**config.mk**
```make
export PLATFORM = sky130hd
export DESIGN_NAME = regfile_2r1w
export DESIGN_NICKNAME = d
export VERILOG_FILES = /design/src/rtl/regfile_2r1w.sv
export SDC_FILE = /design/constraint.sdc
export NUM_CORES = 1
export LEC_CHECK = 0
export CAP_MARGIN = 10
export CELL_PAD_IN_SITES_DETAIL_PLACEMENT = 1
export CELL_PAD_IN_SITES_GLOBAL_PLACEMENT = 1
export CORE_ASPECT_RATIO = 1.75
export CORE_MARGIN = 2
export CORE_UTILIZATION = 45
export DETAILED_ROUTE_END_ITERATION = 7
export PLACE_DENSITY = 0.86
export SLEW_MARGIN = 20
export SYNTH_ARGS = -nofsm -noshare
export SYNTH_HDL_FRONTEND = slang
export SYNTH_SLANG_ARGS = --single-unit
export TNS_END_PERCENT = 50
```
**constraint.sdc**
```tcl
create_clock -name clk -period 1.8 [get_ports clk]
set_input_delay 0.36 -clock clk [delete_from_list [all_inputs] [get_ports clk]]
set_output_delay 0.36 -clock clk [all_outputs]
set_load 0.01 [all_outputs]
```
**src/rtl/regfile_2r1w.sv**
```systemverilog
// Purpose: parametrised 2-read / 1-write register file with write bypass, optional zero register and range checks.
// Latency: reads take 1 cycle when REG_READ=1 and 0 cycles when REG_READ=0; writes are visible on the next cycle, or the same cycle with BYPASS.
// Backpressure: none; it accepts one read pair and one write every cycle.
// Ports: clk/rst (sync, active-high); we/waddr/wdata write port; rd_en/ra_sel/rb_sel read request;
//        rda/rdb/rd_valid read result; addr_err pulses the cycle after an out-of-range access.
module regfile_2r1w #(
  parameter int WIDTH    = 10,
  parameter int DEPTH    = 8,
  parameter int REG_READ = 1,
  parameter int BYPASS   = 1,
  parameter int ZERO_REG = 0,
  localparam int AW      = $clog2(DEPTH)
) (
  input  logic             clk,
  input  logic             rst,
  input  logic             we,
  input  logic [AW-1:0]    waddr,
  input  logic [WIDTH-1:0] wdata,
  input  logic             rd_en,
  input  logic [AW-1:0]    ra_sel,
  input  logic [AW-1:0]    rb_sel,
  output logic [WIDTH-1:0] rda,
  output logic [WIDTH-1:0] rdb,
  output logic             rd_valid,
  output logic             addr_err
);

  // The depth is widened by one bit so that the comparison also works when DEPTH == 2**AW.
  localparam logic [AW:0] DEPTH_W = (AW+1)'(DEPTH);
  localparam bit          POW2    = (DEPTH == (1 << AW));

  logic [WIDTH-1:0] r_mem [DEPTH];
  logic             r_addr_err;

  logic             w_wr_inr;
  logic             w_ra_oor;
  logic             w_rb_oor;
  logic             w_wr_en;
  logic             w_err;
  logic [WIDTH-1:0] w_rda_val;
  logic [WIDTH-1:0] w_rdb_val;

  // The priority order is: out of range, then zero register, then bypass, then storage.
  function automatic logic [WIDTH-1:0] f_read(
    input logic [AW-1:0]    s,
    input logic             oor,
    input logic [WIDTH-1:0] word,
    input logic             f_we,
    input logic [AW-1:0]    f_waddr,
    input logic [WIDTH-1:0] f_wdata
  );
    if (oor)                                  return '0;
    if (ZERO_REG != 0 && s == '0)             return '0;
    if (BYPASS != 0 && f_we && f_waddr == s)  return f_wdata;
    return word;
  endfunction

  assign w_wr_inr = {1'b0, waddr}  < DEPTH_W;
  assign w_ra_oor = {1'b0, ra_sel} >= DEPTH_W;
  assign w_rb_oor = {1'b0, rb_sel} >= DEPTH_W;

  // A write to register 0 in zero-register mode is dropped without raising an error.
  assign w_wr_en  = we && w_wr_inr && !(ZERO_REG != 0 && waddr == '0);

  // When DEPTH is a power of two, every address is in range, so the flag reduces to a constant 0.
  assign w_err    = !POW2 && ((we && !w_wr_inr) || (rd_en && (w_ra_oor || w_rb_oor)));

  // Out-of-range selects may index past DEPTH here; f_read discards that word.
  assign w_rda_val = f_read(ra_sel, w_ra_oor, r_mem[ra_sel], we, waddr, wdata);
  assign w_rdb_val = f_read(rb_sel, w_rb_oor, r_mem[rb_sel], we, waddr, wdata);

  always_ff @(posedge clk) begin
    if (rst) begin
      for (int i = 0; i < DEPTH; i++) r_mem[i] <= '0;
      r_addr_err <= 1'b0;
    end else begin
      if (w_wr_en) r_mem[waddr] <= wdata;
      r_addr_err <= w_err;
    end
  end

  assign addr_err = r_addr_err;

  generate
    if (REG_READ != 0) begin : g_reg_read
      logic [WIDTH-1:0] r_rda;
      logic [WIDTH-1:0] r_rdb;
      logic             r_rd_valid;

      // The outputs hold their last values while rd_en is low; only rd_valid drops.
      always_ff @(posedge clk) begin
        if (rst) begin
          r_rda      <= '0;
          r_rdb      <= '0;
          r_rd_valid <= 1'b0;
        end else begin
          if (rd_en) begin
            r_rda <= w_rda_val;
            r_rdb <= w_rdb_val;
          end
          r_rd_valid <= rd_en;
        end
      end

      assign rda      = r_rda;
      assign rdb      = r_rdb;
      assign rd_valid = r_rd_valid;
    end else begin : g_comb_read
      assign rda      = w_rda_val;
      assign rdb      = w_rdb_val;
      assign rd_valid = rd_en;
    end
  endgenerate

endmodule

```
==> results of run 1 <==
what timing repair did:
item                                    in CTS  in global routing
endpoints found under the hold margin        0                  0
gates cloned                                 1                  0
resized for setup                           10                 13
endpoints found under the setup margin      45                 58
pin swaps                                    2                  2
buffers inserted                             1                  1
cell usage after synthesis (8+ instances only):
| master | count | area, um^2 |
|---|---|---|
| a21oi_1 | 10 | 50.1 |
| a221o_1 | 10 | 100 |
| a22oi_1 | 10 | 75.1 |
| and2_1 | 80 | 500 |
| clkbuf_1 | 14 | 52.6 |
| dfxtp_1 | 21 | 420 |
| edfxtp_1 | 80 | 2400 |
| mux2i_1 | 10 | 100 |
| mux4_1 | 10 | 263 |
| mux4_2 | 30 | 676 |
| nand2_1 | 11 | 41.3 |
| nand2b_1 | 8 | 50.1 |
| or2_2 | 8 | 50.1 |
worst min path at each step:
| stage | slack (ns) | to | from |
|---|---|---|---|
| 2_1_floorplan | 0.50 | rdb[0] | wdata[0] |
| 3_3_place_gp | 0.46 | rda[7] | rda[7] |
| 3_5_place_dp | 0.48 | rdb[7] | rdb[7] |
| 4_1_cts | 0.49 | rdb[7] | rdb[7] |
| 5_1_grt | 0.51 | rdb[7] | rdb[7] |
| 6_report | 0.49 | rdb[9] | rdb[9] |
layer usage:
layer / global-route usage [%] / share of wire, % / up-vias
met2: 48.7 / 56 / 155
met5: 0 / 0 / -
met4: 14.3 / 5.1 / 0
li1: - / - / 1506
met1: 28.1 / 34 / 1841
met3: 4.24 / 4.5 / 67
sequential cells by signal, summed over array words and instances (netlist names):
register / flops
r_mem: 80
rda: 10
rdb: 10
rd_valid: 1
power by group through the flow:
stage	combinational (mW)	sequential, mW	clock, mW
after global routing	0.904	2.79	1.94
after detailed placement	0.825	2.82	0
after CTS	0.849	2.77	1.86
after global placement	0.785	2.80	0
after floorplan	0.423	2.79	0
final	0.859	2.78	1.87
metrics by stage:
step | setup TNS, ns | hold slack, ns | util [%]
6_report | -0.00329 | 0.490 | 57.4
5_1_grt | -0.209 | 0.515 | 57.4
4_1_cts | -0.00765 | 0.491 | 57.0
3_5_place_dp | -53.61 | 0.475 | 53.9
3_3_place_gp | -41.51 | 0.463 | 53.9
2_1_floorplan | 0 | 0.498 | -
cells by family after synthesis:
family,count (synthesis),synth area share (%)
AND/OR/NAND/NOR,126,15.2
flip-flops,101,54.1
multiplexers,50,19.9
AO/OA/AOI/OAI,42,6.11
buffers and inverters,26,3.31
XOR/XNOR,6,1.37
other,1,0.0718
worst max-delay path, stage by stage:
cell,delay (ns)
clkdlybuf4s50_1,0.58
buf_4,0.26
mux4_1,0.30
or2b_2,0.19
a21oi_2,0.07
a221o_1,0.28
area by class of cell:
class                           count  area share, %
Sequential cell                   101           43.0
Multi-Input combinational cell    225           34.7
Timing Repair Buffer               92           15.5
Clock buffer                       11           3.70
Tap cell                          135           2.57
Clock inverter                      5          0.552
==> summary.md, run 1 <==
| Metric | Value |
|---|---|
| Outcome | `complete, but fails checks` |
| Failing checks | `negative setup slack` |
| Period utilization | `100%` |
| Worst min path class | `reg -> reg` |
| WHS Path Cells | `1` |
| Row count | `52` |
| DRC | `0` |
| Footprint of the multi-input gates | `about 0.0023 mm^2` |
| FF/Latch Area | `0.00282 mm^2` |
| Core area | `between 0.01 and 0.015 mm^2` |
| Number of port buffers | `43` |
| Final min period | `1.80 ns` |
| Clk root buf | `clkbuf_16` |
| FILL cells | `1,082` |
| RSZ-0062 raised after global routing | `yes` |
| Leakage power | `2.42 nW` |
| Routed wire length | `about 16,000 um` |
| Switching share of total power | `25.2%` |
| Most frequent cells in the layout | `and2_1 (80), edfxtp_1 (80), clkdlybuf4s50_1 (36)` |
| Worst r2r src | `r_mem[4][5]` |
| Total Nets Final | `452` |
| Final setup margin | `-0.00329 ns` |
| P_sw | `1.39 mW` |
| Clock latency on the worst-skew pair | `0.36 ns` |
| WL per Instance | `approximately 28 um` |
| Worst Setup Start Kind | `input pin` |
| Syn avg cell area | `~15 um^2` |
| Setup violators final | `1` |
| Sink Count | `101` |
| Post-route cell area | `about 0.0066 mm^2` |
| CP Capture Type | `register` |
| Asr flop ratio synth | `0%` |
| Largest net degree at the start of global routing | `21` |
| Share of post-route cells with drive strength above 1 | `28.3%` |
| Yosys warns | `0` |
| Peak VDD IR | `0.762 mV` |
| CTS Buf Count | `9` |
| Final Power | `5.50 mW` |
| Internal power | `4.12 mW` |
| Post-DRT Antenna Nets | `0` |
| Reg2Reg Depth | `4` |
| Layout area overhead | `25.8%` |
| Die ar. | `around 0.013 mm^2` |
| IO Pins | `between 40 and 50` |
| Clock power share | `33.9%` |
| R2R Setup Slk | `0.24 ns` |
| Reg power frac | `50.5%` |
| Finished Layout Cells | `approximately 570` |
| Iteration-0 DRC Markers | `282` |
| EDFF count, synth | `80` |
| Worst Setup EP | `rdb[5]` |
| Peak Freq | `0.555 GHz` |
| Die Ht | `around 150 um` |
| DP Cell Count | `550` |
| DP Worst Slack | `-0.527 ns` |
| Die Wd | `85.4 um` |
| Post-synthesis sequential area ratio | `54.1%` |
| Synthesized flop and latch total | `101` |
| Max-Cap Viols | `0` |
| Number of global-route vias before repair | `between 4k and 5k` |
| Kind of critical path | `in -> reg` |
| Via-to-Cell Ratio | `~6.3` |
| RePlAce Congestion | `about 0.80` |
| Mapped Cells | `352` |
| First-pass DRT Iterations | `4` |
| Syn nets | `375` |
| First-pass GRT wire length | `24,000 um` |
| Worst R2R End | `rdb[5]` |
| Combinational share of power | `15.6%` |
| Crit path from | `rb_sel[2]` |
| Mapped Area | `0.00522 mm^2` |
| Crit path DAT | `2.04 ns` |
| Slew Viols, Final | `0` |
| GRT Total Usage | `26.5%` |
| DP Area | `0.00617 mm^2` |
| Hold-fix buffers at CTS | `0` |
| Pwr Density | `838 mW/mm^2` |
| CP required | `slightly above 2 ns` |
| Crit Path Max Fanout | `12` |
| Layout Skew | `0.0103 ns` |
| Total congestion overflow | `0` |
| Initial Util | `45.6%` |
| Hpwl dp | `10,800 um` |
| Fin. Hold Viols | `0` |
| Max Root-Sink Buffers | `2` |
| Routed vias | `3,569` |
| Ys flop type | `edfxtp_1` |
| Inserted Diodes | `0` |
| Initial antenna violation count | `0` |
| Clock Pin Slew Worst Setup and Hold Paths | `~0.080 ns` |
| Synth cell types | `34` |
| Max H-tree Level | `3` |
| CTS tree | `done` |
No activity file was read; power rests on OpenSTA's default activity.
==> run 2: changes to the inputs <==
--- a/config.mk
+++ b/config.mk
@@ -5,7 +5,7 @@
 export SDC_FILE = /design/constraint.sdc
 export NUM_CORES = 1
 export LEC_CHECK = 0
-export CAP_MARGIN = 10
+export CAP_MARGIN = 30
 export CELL_PAD_IN_SITES_DETAIL_PLACEMENT = 1
 export CELL_PAD_IN_SITES_GLOBAL_PLACEMENT = 1
 export CORE_ASPECT_RATIO = 1.75
@@ -13,6 +13,7 @@
 export CORE_UTILIZATION = 45
 export DETAILED_ROUTE_END_ITERATION = 7
 export PLACE_DENSITY = 0.86
+export SKIP_LAST_GASP = 1
 export SLEW_MARGIN = 20
 export SYNTH_ARGS = -nofsm -noshare
 export SYNTH_HDL_FRONTEND = slang
==> constraint.sdc (replaced) <==
create_clock -name clk -period 2.2 [get_ports clk]
set_input_delay 0.44 -clock clk [delete_from_list [all_inputs] [get_ports clk]]
set_output_delay 0.44 -clock clk [all_outputs]
set_load 0.01 [all_outputs]
==> summary.md, run 2 (same netlist as run 1, synthesis figures left out) <==
| Metric | Value |
|---|---|
| Sum of negative setup slack | `0 ns` |
| WL per Instance | `28.6 um` |
| Hold Slack | `0.488 ns` |
| Iteration-0 DRC Markers | `292` |
| Die ar. | `~0.013 mm^2` |
| First-pass GRT wire length | `24,200 um` |
| Worst R2R End | `rdb[5]` |
| Die Ht | `between 100 and 150 um` |
| Hold-fix buffers at CTS | `0` |
| Via-to-Cell Ratio | `6.35` |
| Setup violators final | `0` |
| Share of post-route cells with drive strength above 1 | `24.3%` |
| Total Nets Final | `442` |
| Final Util | `55.8%` |
| Internal power | `~3.5 mW` |
| Sink Count | `101` |
| Leakage power | `approximately 2.3 nW` |
| Peak Freq | `0.478 GHz` |
| RePlAce Congestion | `0.798` |
| GRT met3 Usage | `3.45%` |
| Post-DRT Antenna Nets | `0` |
| RSZ-0062 raised after global routing | `no` |
| Clk root buf | `clkbuf_16` |
| Max-Cap Viols | `0` |
| Setup bufs post-CTS | `0` |
| Reg2Reg Depth | `4` |
| DRC | `0` |
| Worst path slowest cell | `mux4_1` |
| Routed vias | `3,547` |
| Chain of cells forming the critical path | `clkdlybuf4s50_1, buf_12, mux4_1, or2b_2, a21oi_1, a221o_1` |
| Clock Pin Slew Worst Setup and Hold Paths | `0.07 ns` |
| Period utilization | `95.1%` |
| Largest net degree at the start of global routing | `22` |
| Crit path from | `rb_sel[0]` |
| DP Area | `between 0.006 and 0.007 mm^2` |
| Inserted Diodes | `0` |
| Number of flip-flops in the largest register | `80` |
| Slew Viols, Final | `0` |
| Initial antenna violation count | `0` |
| Pwr Density | `717 mW/mm^2` |
| Peak VDD IR | `0.580 mV` |
| Worst-Margin Slew | `0.846 ns` |
| Number of global-route vias before repair | `3,956` |
| Max Root-Sink Buffers | `2` |
| Gr busiest metal | `met2` |
| Post-cts sizing count | `0` |
| Final Power | `approximately 4.6 mW` |
| Min-delay src | `rda[4]` |
| CTS Buf Count | `9` |
| Routed wire length | `about 16,000 um` |
| Met2 usage | `47.9%` |
| Kind of critical path | `in -> reg` |
| Layout area overhead | `22.4%` |
| Layout Skew | `0.0110 ns` |
| Biggest register | `r_mem` |
| CTS tree | `done` |
| GRT met1 Usage | `30.5%` |
| CP required | `2.44 ns` |
| P_sw | `approximately 1.1 mW` |
| Worst r2r src | `r_mem[1][5]` |
| Outcome | `finished, final reports clean` |
| Worst path max stage delay | `0.60 ns` |
| Clock power share | `35.8%` |
| Reg power frac | `49.6%` |
| Worst Setup Start Kind | `input pin` |
| Crit path DAT | `2.34 ns` |
| Core area | `0.0115 mm^2` |
| Slew margin rel. | `~43%` |
| CP Capture Type | `register` |
| Worst Setup EP | `rdb[5]` |
| Max H-tree Level | `3` |
| Fin. Hold Viols | `0` |
| Most frequent cells in the layout | `and2_1 (80), edfxtp_1 (80), clkdlybuf4s50_1 (43)` |
| Hpwl dp | `10,600 um` |
| R2R Setup Slk | `about 0.60 ns` |
| Crit Path Max Fanout | `21` |
| Initial Util | `45.6%` |
| Final min period | `2.09 ns` |
| Total congestion overflow | `0` |
| Combinational share of power | `about 14%` |
| Worst min path class | `reg -> reg` |
| IO Pins | `45` |
| GRT Total Usage | `26.8%` |
| Die Wd | `approximately 85 um` |
| First-pass DRT Iterations | `5` |
| Number of port buffers | `between 40 and 50` |
| Row count | `52` |
| Switching share of total power | `24.5%` |
| Post-route cell area | `0.00639 mm^2` |
| Clock latency on the worst-skew pair | `0.36 ns` |
==> run 2: through the flow <==
step	setup WS [ns]	cells
after floorplan	0.455	352
after global placement	-0.141	543
after detailed placement	-0.246	543
after CTS	0.113	559
after global routing	0.0398	559
final	0.108	559
==> run 2: layout make-up <==
type	count	area (um^2)
Fill cell	1096	5060
Timing Repair Buffer	82	873
Clock buffer	11	243
Sequential cell	101	2820
Clock inverter	5	58.8
Multi-Input combinational cell	225	2230
Tap cell	135	169
==> run 2: power by group through the flow <==
| stage | Sequential, mW | Combinational, mW | Clock (mW) |
|---|---|---|---|
| 2_1_floorplan | 2.29 | 0.346 | 0 |
| 3_3_place_gp | 2.29 | 0.629 | 0 |
| 3_5_place_dp | 2.31 | 0.656 | 0 |
| 4_1_cts | 2.27 | 0.667 | 1.65 |
| 5_1_grt | 2.28 | 0.703 | 1.72 |
| 6_report | 2.28 | 0.666 | 1.64 |
==> run 2: how the worst min path moves through the flow <==
stage,to,slack [ns],cells after the start
after floorplan,rda[0],0.52,2
after global placement,rda[9],0.46,2
after detailed placement,rdb[4],0.47,1
after CTS,rda[4],0.49,2
after global routing,rda[7],0.52,2
final,rda[4],0.49,2
==> run 2: layer usage <==
metal / vias up / routed length (um)
met5: - / 0
met1: 1812 / 5450
met3: 77 / 769
li1: 1482 / -
met4: 0 / 850
met2: 176 / 8900
==> run 2: critical path: cells and delay by family <==
kind / cells / cell delay, ns
muxes: 1 / 0.60
AOI/OAI and AO/OA: 2 / 0.35
and+or+nand+nor: 1 / 0.20
buffers and inverters: 2 / 0.74
==> variant: new RTL, config.mk and constraints of run 1 <==
Add an input register stage for `waddr`, with the module's reset; this delays it by one clock. The other inputs are not delayed to match.
--- a/src/rtl/regfile_2r1w.sv
+++ b/src/rtl/regfile_2r1w.sv
@@ -29,6 +29,16 @@
   localparam logic [AW:0] DEPTH_W = (AW+1)'(DEPTH);
   localparam bit          POW2    = (DEPTH == (1 << AW));
 
+  logic [AW-1:0] waddr_q;
+
+  always_ff @(posedge clk) begin
+    if (rst) begin
+      waddr_q <= '0;
+    end else begin
+      waddr_q <= waddr;
+    end
+  end
+
   logic [WIDTH-1:0] r_mem [DEPTH];
   logic             r_addr_err;
 
@@ -55,26 +65,26 @@
     return word;
   endfunction
 
-  assign w_wr_inr = {1'b0, waddr}  < DEPTH_W;
+  assign w_wr_inr = {1'b0, waddr_q}  < DEPTH_W;
   assign w_ra_oor = {1'b0, ra_sel} >= DEPTH_W;
   assign w_rb_oor = {1'b0, rb_sel} >= DEPTH_W;
 
   // A write to register 0 in zero-register mode is dropped without raising an error.
-  assign w_wr_en  = we && w_wr_inr && !(ZERO_REG != 0 && waddr == '0);
+  assign w_wr_en  = we && w_wr_inr && !(ZERO_REG != 0 && waddr_q == '0);
 
   // When DEPTH is a power of two, every address is in range, so the flag reduces to a constant 0.
   assign w_err    = !POW2 && ((we && !w_wr_inr) || (rd_en && (w_ra_oor || w_rb_oor)));
 
   // Out-of-range selects may index past DEPTH here; f_read discards that word.
-  assign w_rda_val = f_read(ra_sel, w_ra_oor, r_mem[ra_sel], we, waddr, wdata);
-  assign w_rdb_val = f_read(rb_sel, w_rb_oor, r_mem[rb_sel], we, waddr, wdata);
+  assign w_rda_val = f_read(ra_sel, w_ra_oor, r_mem[ra_sel], we, waddr_q, wdata);
+  assign w_rdb_val = f_read(rb_sel, w_rb_oor, r_mem[rb_sel], we, waddr_q, wdata);
 
   always_ff @(posedge clk) begin
     if (rst) begin
       for (int i = 0; i < DEPTH; i++) r_mem[i] <= '0;
       r_addr_err <= 1'b0;
     end else begin
-      if (w_wr_en) r_mem[waddr] <= wdata;
+      if (w_wr_en) r_mem[waddr_q] <= wdata;
       r_addr_err <= w_err;
     end
   end
Formal check against the unedited RTL: not equivalent (Yosys sat finds a counterexample within 4 cycles, from zero or initial values and one cycle with rst high).
==> variant against run 1 <==
  * Clock power is 16% higher
  * Die area increased by 2.5%
  * Via count is 10% higher
  * Sequential cell count up 3
  * Worst setup slack better by 0.044 ns
  * Power rose by 3.6%
  * Routed wire length is 0.15% higher
  * Synthesized cell count increased by 22%
  * Cell area increased by 0.99%
  * Synthesized area is 2.6% higher
  * Critical path depth unchanged
  * First-iteration DRC count increased by 5.7%
  * Global-route usage fell by 0.48 points
  * Count of clock-buffer cells in the layout fell by 2
  * Largest power group unchanged
==> variant: results (changes against run 1) <==
status=completed; largest register by flop count=r_mem; share of the synthesized area in the top cell type=44.83% (-1.2 points); clock skew=0.009797 ns (-0.0005311 ns); routed vias/inst=6.186 (-1.4%); vias in the first global route=4393 (+8.9%); ranking of synthesized cells by area=edfxtp_1 (45%), mux2i_1 (12%), and2_1 (9.6%), dfxtp_1 (9.0%), a22oi_1 (4.3%); Int Power=4.308 mW (+4.7%); slew at the pin closest to its max-slew limit=0.5275 ns; max FFs per register=80 (unchanged); Worst-path clk slew=0.07 ns; asr flop ratio synth=0% (unchanged); All-Layer GR Usage=26.01% (-0.48 points); Crit path arrival time=2.00 ns (-0.04 ns); Hold/Removal Path Class=reg2reg; crit-path max FO=10 (-2); initial antenna violation count=0 (unchanged); Num CTS Buffers=9 (unchanged); WL final=16040 um (+0.15%); ratio of cells with drive above 1 in the final layout=17.20% (-11 points); number of synthesized flops with an enable pin=80 (unchanged); most instantiated cells after synthesis=and2_1 (82), edfxtp_1 (80), mux2i_1 (64); VDD IR max=0.0004254 V (-44%); Worst-Skew Late Latency=0.36 ns (about the same); GPL Wtd Cong=0.9548 (+20%); Inserted Diodes=0 (unchanged); port buffer count=43 (unchanged); routed len/inst=25.26 um (-10%); H-tree lvl count=3 (unchanged); HPWL after DPL=11550 um (+7.2%); initial DRC count=298 (+5.7%); dpl cells=615 (+12%); Yosys cell types=33 (-2.9%); Filler Cells Inserted=1174 (+8.5%); CTS Buffer Depth=2 (unchanged); first-pass GRT wire length=24540 um (+2.3%); largest net degree at the start of global routing=33 (+57%); sequential share of the synthesized area=53.79% (-0.27 points); Root Buffer=clkbuf_16; Synth Net Count=452 (+21%); Static Leak=2.672 nW (+11%); Mapped Cells=429 (+22%); Ys Warns=0 (unchanged); Initial DRT Pass Iterations=6 (+2); fin. max-slew vios=0 (unchanged); Layout Nets=518 (+15%)
[variant: through the flow]
step	area (sq um)	total power, mW	worst slack, ns	util, %
2_1_floorplan	5359	3.179	0.1330	-
3_3_place_gp	6207	3.508	-0.3766	53.60
3_5_place_dp	6207	3.547	-0.4405	53.60
4_1_cts	6591	5.687	0.02631	56.91
5_1_grt	6634	5.870	-0.02230	57.28
6_report	6634	5.699	0.04062	57.28
[variant: metal layers]
metal | vias to the layer above | global-route usage [%] | wire length, um
met5 | - | 0 | 0
met3 | 79 | 4.273 | 601
met4 | 0 | 17.19 | 1014
li1 | 1732 | - | -
met1 | 1956 | 28.33 | 5920
met2 | 161 | 45.38 | 8500
[variant: area by class of cell]
type,instances,area (sq um),share of cell area (%)
sequential,104,2883,43.46
multi-input combinational,294,2336,35.21
timing repair buffer,85,915.9,13.81
clock buffer,9,225.2,3.395
tap,135,168.9,2.546
clock inverter,7,101.3,1.528
inverter,1,3.754,0.05658
[variant: repair_timing]
| item | 4_1_cts | 5_1_grt |
|---|---|---|
| endpoints found under the setup margin | 11 | 36 |
| gates resized for setup | 5 | 10 |
| pin swaps | 0 | 3 |
| gates cloned | 1 | 1 |
| buffers inserted | 2 | 0 |
[variant: critical path, cell delays in order]
cell,delay (ns)
clkdlybuf4s50_1,0.62
xnor2_2,0.17
and4_4,0.26
buf_12,0.13
nand2_1,0.11
a311oi_2,0.35
[variant: cell families (layout without fill, tap and decap cells)]
family | after synthesis | in the layout | share of synthesized area (%)
compound gates | 54 | 54 | 8.359
other cells | 1 | 1 | 0.06998
xor+xnor | 6 | 6 | 0.9806
flops | 104 | 104 | 53.79
mux | 75 | 75 | 16.44
simple gates | 157 | 158 | 16.76
buf+inv | 32 | 102 | 3.595
[variant: worst paths after layout]
path	startpoint	endpoint	slack, ns	cells after the start
worst max-delay path	rb_sel[2]	rdb[5]	0.04	6
worst min-delay path	rdb[2]	rdb[2]	0.49	2
worst max register to register	waddr_q[0]	rda[3]	0.06	4
worst min register to register	rdb[2]	rdb[2]	0.49	2
[variant: power groups by stage]
stage / Clock, mW / Sequential, mW / Combinational, mW
finish: 2.16 / 2.77 / 0.774
global route: 2.27 / 2.78 / 0.824
detailed placement: 0 / 2.82 / 0.729
global placement: 0 / 2.81 / 0.702
floorplan: 0 / 2.80 / 0.380
CTS: 2.17 / 2.77 / 0.756
